===== src/rtl/dram_rd_dma.sv =====
// dram_rd_dma: AXI read master that copies a contiguous block of DRAM words into a local buffer.
// Latency: AR is presented the cycle after start; each R beat is written to the buffer in the same cycle.
// Backpressure: AR fields are held until arready_i; rready_o stays high in R; one burst is outstanding at a time.
module dram_rd_dma #(
  parameter int         MAX_BEATS = 16,
  parameter int         BUF_AW    = 10,
  parameter logic [3:0] AXI_ID    = 4'h0
) (
  input  logic              clk,
  input  logic              rst,
  input  logic              start_i,
  input  logic [31:0]       src_addr_i,
  input  logic [15:0]       word_cnt_i,
  input  logic [BUF_AW-1:0] dst_addr_i,
  output logic              busy_o,
  output logic              done_o,
  output logic              err_o,
  output logic [3:0]        arid_o,
  output logic [31:0]       araddr_o,
  output logic [3:0]        arlen_o,
  output logic [2:0]        arsize_o,
  output logic [1:0]        arburst_o,
  output logic              arvalid_o,
  input  logic              arready_i,
  input  logic [3:0]        rid_i,
  input  logic [31:0]       rdata_i,
  input  logic [1:0]        rresp_i,
  input  logic              rlast_i,
  input  logic              rvalid_i,
  output logic              rready_o,
  output logic              buf_wen_o,
  output logic [BUF_AW-1:0] buf_addr_o,
  output logic [31:0]       buf_wdata_o
);

  typedef enum logic [1:0] {S_IDLE, S_AR, S_R, S_DONE} state_t;

  localparam logic [16:0] CAP = 17'(MAX_BEATS);

  state_t            state;
  state_t            state_nxt;
  logic [31:0]       cur_addr;
  logic [15:0]       remaining;
  logic [BUF_AW-1:0] buf_ptr;
  logic [4:0]        beats_q;
  logic [4:0]        beat_cnt;
  logic              err;

  logic [16:0]       rem_w;
  logic [16:0]       row_w;
  logic [16:0]       mid_w;
  logic [4:0]        beats;
  logic [15:0]       rem_after;
  logic              ar_hs;
  logic              r_hs;
  logic              beat_err;

  assign arid_o    = AXI_ID;
  assign arsize_o  = 3'b010;
  assign arburst_o = 2'b01;
  assign err_o     = err;
  assign ar_hs     = (state == S_AR) && arready_i;
  assign r_hs      = (state == S_R) && rvalid_i;
  assign rem_after = remaining - {11'd0, beats_q};

  // Burst size: smallest of words left, burst cap and words left in the current 4 KB row.
  always_comb begin
    rem_w = {1'b0, remaining};
    row_w = 17'd1024 - {7'd0, cur_addr[11:2]};
    mid_w = (rem_w < row_w) ? rem_w : row_w;
    beats = (mid_w < CAP) ? mid_w[4:0] : CAP[4:0];
  end

  // Protocol checks on the beat being accepted; any hit makes the transfer's error flag stick.
  always_comb begin
    beat_err = 1'b0;
    if (rresp_i != 2'b00)                              beat_err = 1'b1;
    if (rid_i != AXI_ID)                               beat_err = 1'b1;
    if (beat_cnt >= beats_q)                           beat_err = 1'b1;
    if (rlast_i && ((beat_cnt + 5'd1) != beats_q))     beat_err = 1'b1;
  end

  // State register.
  always_ff @(posedge clk) begin
    if (!rst) state <= S_IDLE;
    else      state <= state_nxt;
  end

  // Next-state and handshake/status outputs.
  always_comb begin
    state_nxt   = state;
    busy_o      = (state != S_IDLE);
    done_o      = (state == S_DONE);
    arvalid_o   = 1'b0;
    araddr_o    = 32'd0;
    arlen_o     = 4'd0;
    rready_o    = 1'b0;
    buf_wen_o   = r_hs;
    buf_addr_o  = r_hs ? buf_ptr : '0;
    buf_wdata_o = r_hs ? rdata_i : 32'd0;
    case (state)
      S_IDLE: begin
        if (start_i) state_nxt = (word_cnt_i == 16'd0) ? S_DONE : S_AR;
      end
      S_AR: begin
        arvalid_o = 1'b1;
        araddr_o  = cur_addr;
        arlen_o   = beats[3:0] - 4'd1;
        if (arready_i) state_nxt = S_R;
      end
      S_R: begin
        rready_o = 1'b1;
        if (rvalid_i && rlast_i) state_nxt = (rem_after == 16'd0) ? S_DONE : S_AR;
      end
      S_DONE: state_nxt = S_IDLE;
      default: state_nxt = S_IDLE;
    endcase
  end

  // Transfer bookkeeping: address, words left, buffer pointer, beat counting and sticky error.
  always_ff @(posedge clk) begin
    if (!rst) begin
      cur_addr  <= 32'd0;
      remaining <= 16'd0;
      buf_ptr   <= '0;
      beats_q   <= 5'd0;
      beat_cnt  <= 5'd0;
      err       <= 1'b0;
    end else begin
      if ((state == S_IDLE) && start_i) begin
        cur_addr  <= src_addr_i & ~32'h3;
        remaining <= word_cnt_i;
        buf_ptr   <= dst_addr_i;
        beat_cnt  <= 5'd0;
        err       <= 1'b0;
      end
      if (ar_hs) begin
        beats_q  <= beats;
        beat_cnt <= 5'd0;
      end
      if (r_hs) begin
        buf_ptr <= buf_ptr + 1'b1;
        // Saturate so a runaway slave cannot wrap the counter back into range.
        if (beat_cnt != 5'd31) beat_cnt <= beat_cnt + 5'd1;
        if (beat_err) err <= 1'b1;
        if (rlast_i) begin
          remaining <= rem_after;
          cur_addr  <= cur_addr + {25'd0, beats_q, 2'b00};
          beat_cnt  <= 5'd0;
        end
      end
    end
  end

endmodule


===== config.mk =====
export PLATFORM = sky130hd
export DESIGN_NAME = dram_rd_dma
export DESIGN_NICKNAME = d
export VERILOG_FILES = /design/src/rtl/dram_rd_dma.sv
export SDC_FILE = /design/constraint.sdc
export NUM_CORES = 1
export LEC_CHECK = 0
export CAP_MARGIN = 25
export CORE_MARGIN = 2
export CORE_UTILIZATION = 41
export DETAILED_ROUTE_END_ITERATION = 8
export MAX_ROUTING_LAYER = met4
export PLACE_DENSITY_LB_ADDON = 0.3
export SLEW_MARGIN = 20
export SYNTH_ARGS = -nofsm -noshare
export SYNTH_HDL_FRONTEND = slang
export SYNTH_SLANG_ARGS = --single-unit

===== constraint.sdc =====
create_clock -name clk -period 4.7 [get_ports clk]
set_input_delay 0.47 -clock clk [delete_from_list [all_inputs] [get_ports clk]]
set_output_delay 0.47 -clock clk [all_outputs]
set_load 0.005 [all_outputs]

==> results by group <==
Timing
  • Slew headroom: 0.298
  • F_max: around 230 MHz
  • Least-Margin Pin Slew: between 1 and 1.5 ns
  • Max-slew violations: 0
  • Fin Clk Skew: around 0.009 ns
  • RSZ-0062 raised after global routing: no
  • Setup TNS: 0 ns
  • Final hold vios: 0
  • Final setup violation count: 0
  • Period utilization: 0.917
  • Final WS setup: between 0.3 and 0.4 ns
  • Fin Hold WS: around 0.47 ns
  • Minimum clock period: 4.31 ns

Clock tree
  • Clock sinks: a little over 70
  • TritonCTS clock tree: built
  • Clock Latency Late Sink: approximately 0.35 ns
  • Clk root buf: clkbuf_16
  • Reg clk slew, reported paths: 0.06 ns
  • CTS Buffer Depth: 2
  • H-Tree Depth: 3
  • Inserted Clock Buffers: 9

Synthesis
  • Ys async rst share: 0
  • Post-synthesis adder-cell area fraction: 0.0743
  • FF+latch count, synth: 71
  • Most used DFF post-synth: dfxtp_1
  • Main combinational cell family by area after synthesis: simple AND/OR/NAND/NOR gates
  • Synth Area in Compound Gates: 0.236
  • Post-synth EDFFs: 0
  • Post-synthesis xor/xnor area fraction: 0.0361
  • Synth Cell Area: 0.00559 mm²
  • Cells after Synth: roughly 760
  • Synth Area per Inst: approximately 7.4 µm²
  • Simple-Gate Fraction of Synth Area: 0.335
  • Sequential area share after synthesis: 0.254
  • Synth Warn #: 0
  • Mux contribution to synthesized area: 0.00179
  • Synth cell types: 73

Power
  • Total Power: 2.21 mW
  • P_leak: 3.00 nW
  • PD cells: 280 mW/mm²
  • Peak supply drop: between 200 and 250 µV

Final layout
  • Core Util, Final: 0.594
  • Layout cells sized above 1: 0.0609
  • Non-filler instance count after layout: between 1000 and 1500
  • Final instance area: slightly below 0.008 mm²
  • Diodes inserted: 0
  • Synth-to-layout area growth: 41.3%
  • Layout Nets: 1049

Global routing
  • Gr usage total: 0.257
  • GR Overflow Total: 0
  • First-pass GRT wire length: a little under 30000 µm
  • Vias in the first global route: slightly below 6000
  • Initial antenna violation count: 0
  • Largest net degree at the start of global routing: 61

Critical path
  • Critical path type: reg2out
  • R2R cell count: 9
  • CP max FO: 6
  • CP arrival: approximately 3.8 ns
  • R2r setup slk: ~1.6 ns
  • Crit end category: output pin
  • CP Launch Type: flop
  • CP required: roughly 4.2 ns

Placed design
  • Post-DP Area: around 0.0075 mm²
  • DP HPWL: roughly 13000 µm
  • I/O Buffers: approximately 180
  • Place WS: a little under 0.3 ns
  • DP Cell Count: 1076
  • Global placer's final weighted congestion: 0.910

Die
  • Die Y: about 120 µm
  • Die area: approximately 0.015 mm²
  • Rows: 42
  • Die X: around 120 µm
  • Core area: 0.0133 mm²
  • Starting Density: 0.420
  • I/O pins: 195

Drt
  • DRT antenna net count: 0
  • Pre-antenna DRT Iters: 5
  • Via count: 6325
  • # DRC: 0
  • DR iter-0 viols: between 500 and 600
  • Detailed Route WL: approximately 18000 µm
  • Vias per cell: 5.77
  • WL/cell: 16.8 µm

Flow run
  • Max-Cap Viols: 0

Worst hold path
  • Hold WC Path Type: reg2reg
  • Worst hold stages: 1

Run status
  • Status: complete, no violations
==> worst paths after layout <==
| check | startpoint | end |
|---|---|---|
| worst max-delay path | cur_addr[2]$_SDFF_PN0_ | arlen_o[0] |
| worst min-delay path | cur_addr[0]$_SDFFE_PN0P_ | cur_addr[0]$_SDFFE_PN0P_ |
| worst max register to register | cur_addr[2]$_SDFF_PN0_ | beats_q[2]$_SDFFE_PN0P_ |
| worst min register to register | cur_addr[0]$_SDFFE_PN0P_ | cur_addr[0]$_SDFFE_PN0P_ |
==> repair_timing <==
action / CTS / global route
hold buffers: 0 / 0
pin swaps: 0 / 3
setup endpoints to repair: 2 / 2
gates resized for setup: 1 / 9
buffers inserted: 0 / 4
==> Yosys cell counts (all sizes together), types with 2 or more instances <==
master   instances  share of area
ha              30          0.067
buf             19          0.020
a22oi            7          0.011
nor3b            3         0.0040
nand2           71          0.048
nand4            8         0.0090
o21a             9          0.012
and3            17          0.019
or3              9          0.010
conb             2         0.0013
nand3           29          0.026
a211oi           6          0.011
o211ai           9          0.012
and4             2         0.0031
o21ai           33          0.030
a311oi          11          0.017
a32oi            5         0.0078
a31oi           16          0.018
nor2b            5         0.0056
xnor2           15          0.024
or4              5         0.0081
nor4            18          0.020
a21o             3         0.0040
o31a             5         0.0078
and2            75          0.084
o311ai           4         0.0063
dfxtp           71           0.25
a222oi           2         0.0036
a21oi           53          0.048
xor2             8          0.013
or2              3         0.0034
o31ai            2         0.0027
fa               2         0.0072
nor4b            3         0.0058
inv             20          0.013
clkbuf          39          0.026
o41ai            2         0.0045
nand4b           2         0.0031
o22ai            2         0.0022
nor3            27          0.026
a2bb2oi          5         0.0078
a221oi          10          0.016
nand2b           5         0.0056
nor2            67          0.045
a2111oi          2         0.0031
==> routing by layer <==
layer | vias up | global-route usage | share of wire
li1 | 3067 | - | -
met1 | 2910 | 0.308 | 0.41
met2 | 307 | 0.442 | 0.49
met3 | 41 | 0.0330 | 0.069
met4 | 0 | 0.0945 | 0.023
met5 | - | - | 0
==> final cells by class <==
class | count | area (µm²)
Tap cell | 176 | 220
Fill cell | 1217 | 5400
Inverter | 21 | 78.8
Clock buffer | 10 | 239
Multi-Input combinational cell | 613 | 3890
Timing Repair Buffer | 199 | 1960
Sequential cell | 71 | 1420
Clock inverter | 6 | 92.6
==> sequential cells by signal (all words and copies together), names as in the netlist <==
name and count:
state 2, remaining 16, err_o 1, buf_ptr 10, cur_addr 32, beats_q 5, beat_cnt 5
==> layout by cell type (no fill, tap or decap), types with 5 or more instances in the layout <==
master           Yosys  routed
dfxtp_1             71      70
nor4_1              18      18
xor2_1               8       8
nand3_1             29      29
o21ai_0             33      33
nand2b_1             5       5
nand2_1             71      71
nor2b_1              5       5
clkdlybuf4s50_1      0     181
nor2_1              67      66
o21a_1               9       9
o211ai_1             9       9
and3_1              17      17
or3_1                9       9
a311oi_1            11      11
ha_1                30      28
inv_1               19      18
a21oi_1             52      52
o31a_1               5       5
conb_1               2       9
nor3_1              25      23
and2_1              74      74
a221oi_1            10      10
nand4_1              8       8
clkbuf_16            0       9
a2bb2oi_1            5       5
a32oi_1              5       5
a31oi_1             16      16
buf_4                9      16
xnor2_1             15      15
a22oi_1              5       5
==> critical path: stages (launching register included) <==
cell	delay, ns
dfxtp_1	0.31
inv_1	0.10
ha_2	0.21
or3b_4	0.42
or3_1	0.33
ha_1	0.32
a2111o_1	0.47
a211oi_4	0.36
nor3_4	0.11
a22oi_2	0.22
and2_1	0.16
clkdlybuf4s50_1	0.50
==> logic make-up (layout without fill, tap and decap cells) <==
logic type | count (synthesis) | in the layout
multiplexers | 1 | 1
other | 2 | 9
buffers and inverters | 79 | 236
adder cells (fa/ha/maj) | 32 | 32
AO/OA/AOI/OAI | 193 | 193
AND/OR/NAND/NOR | 355 | 355
XOR/XNOR | 23 | 23
flip-flops | 71 | 71
==> where the power goes <==
group | leakage (nW) | switching, mW | internal [mW]
Clock | 0.155 | 0.288 | 0.482
Sequential | 0.582 | 0.0739 | 0.651
Combinational | 2.26 | 0.371 | 0.347
No activity file was read; power rests on OpenSTA's default activity.
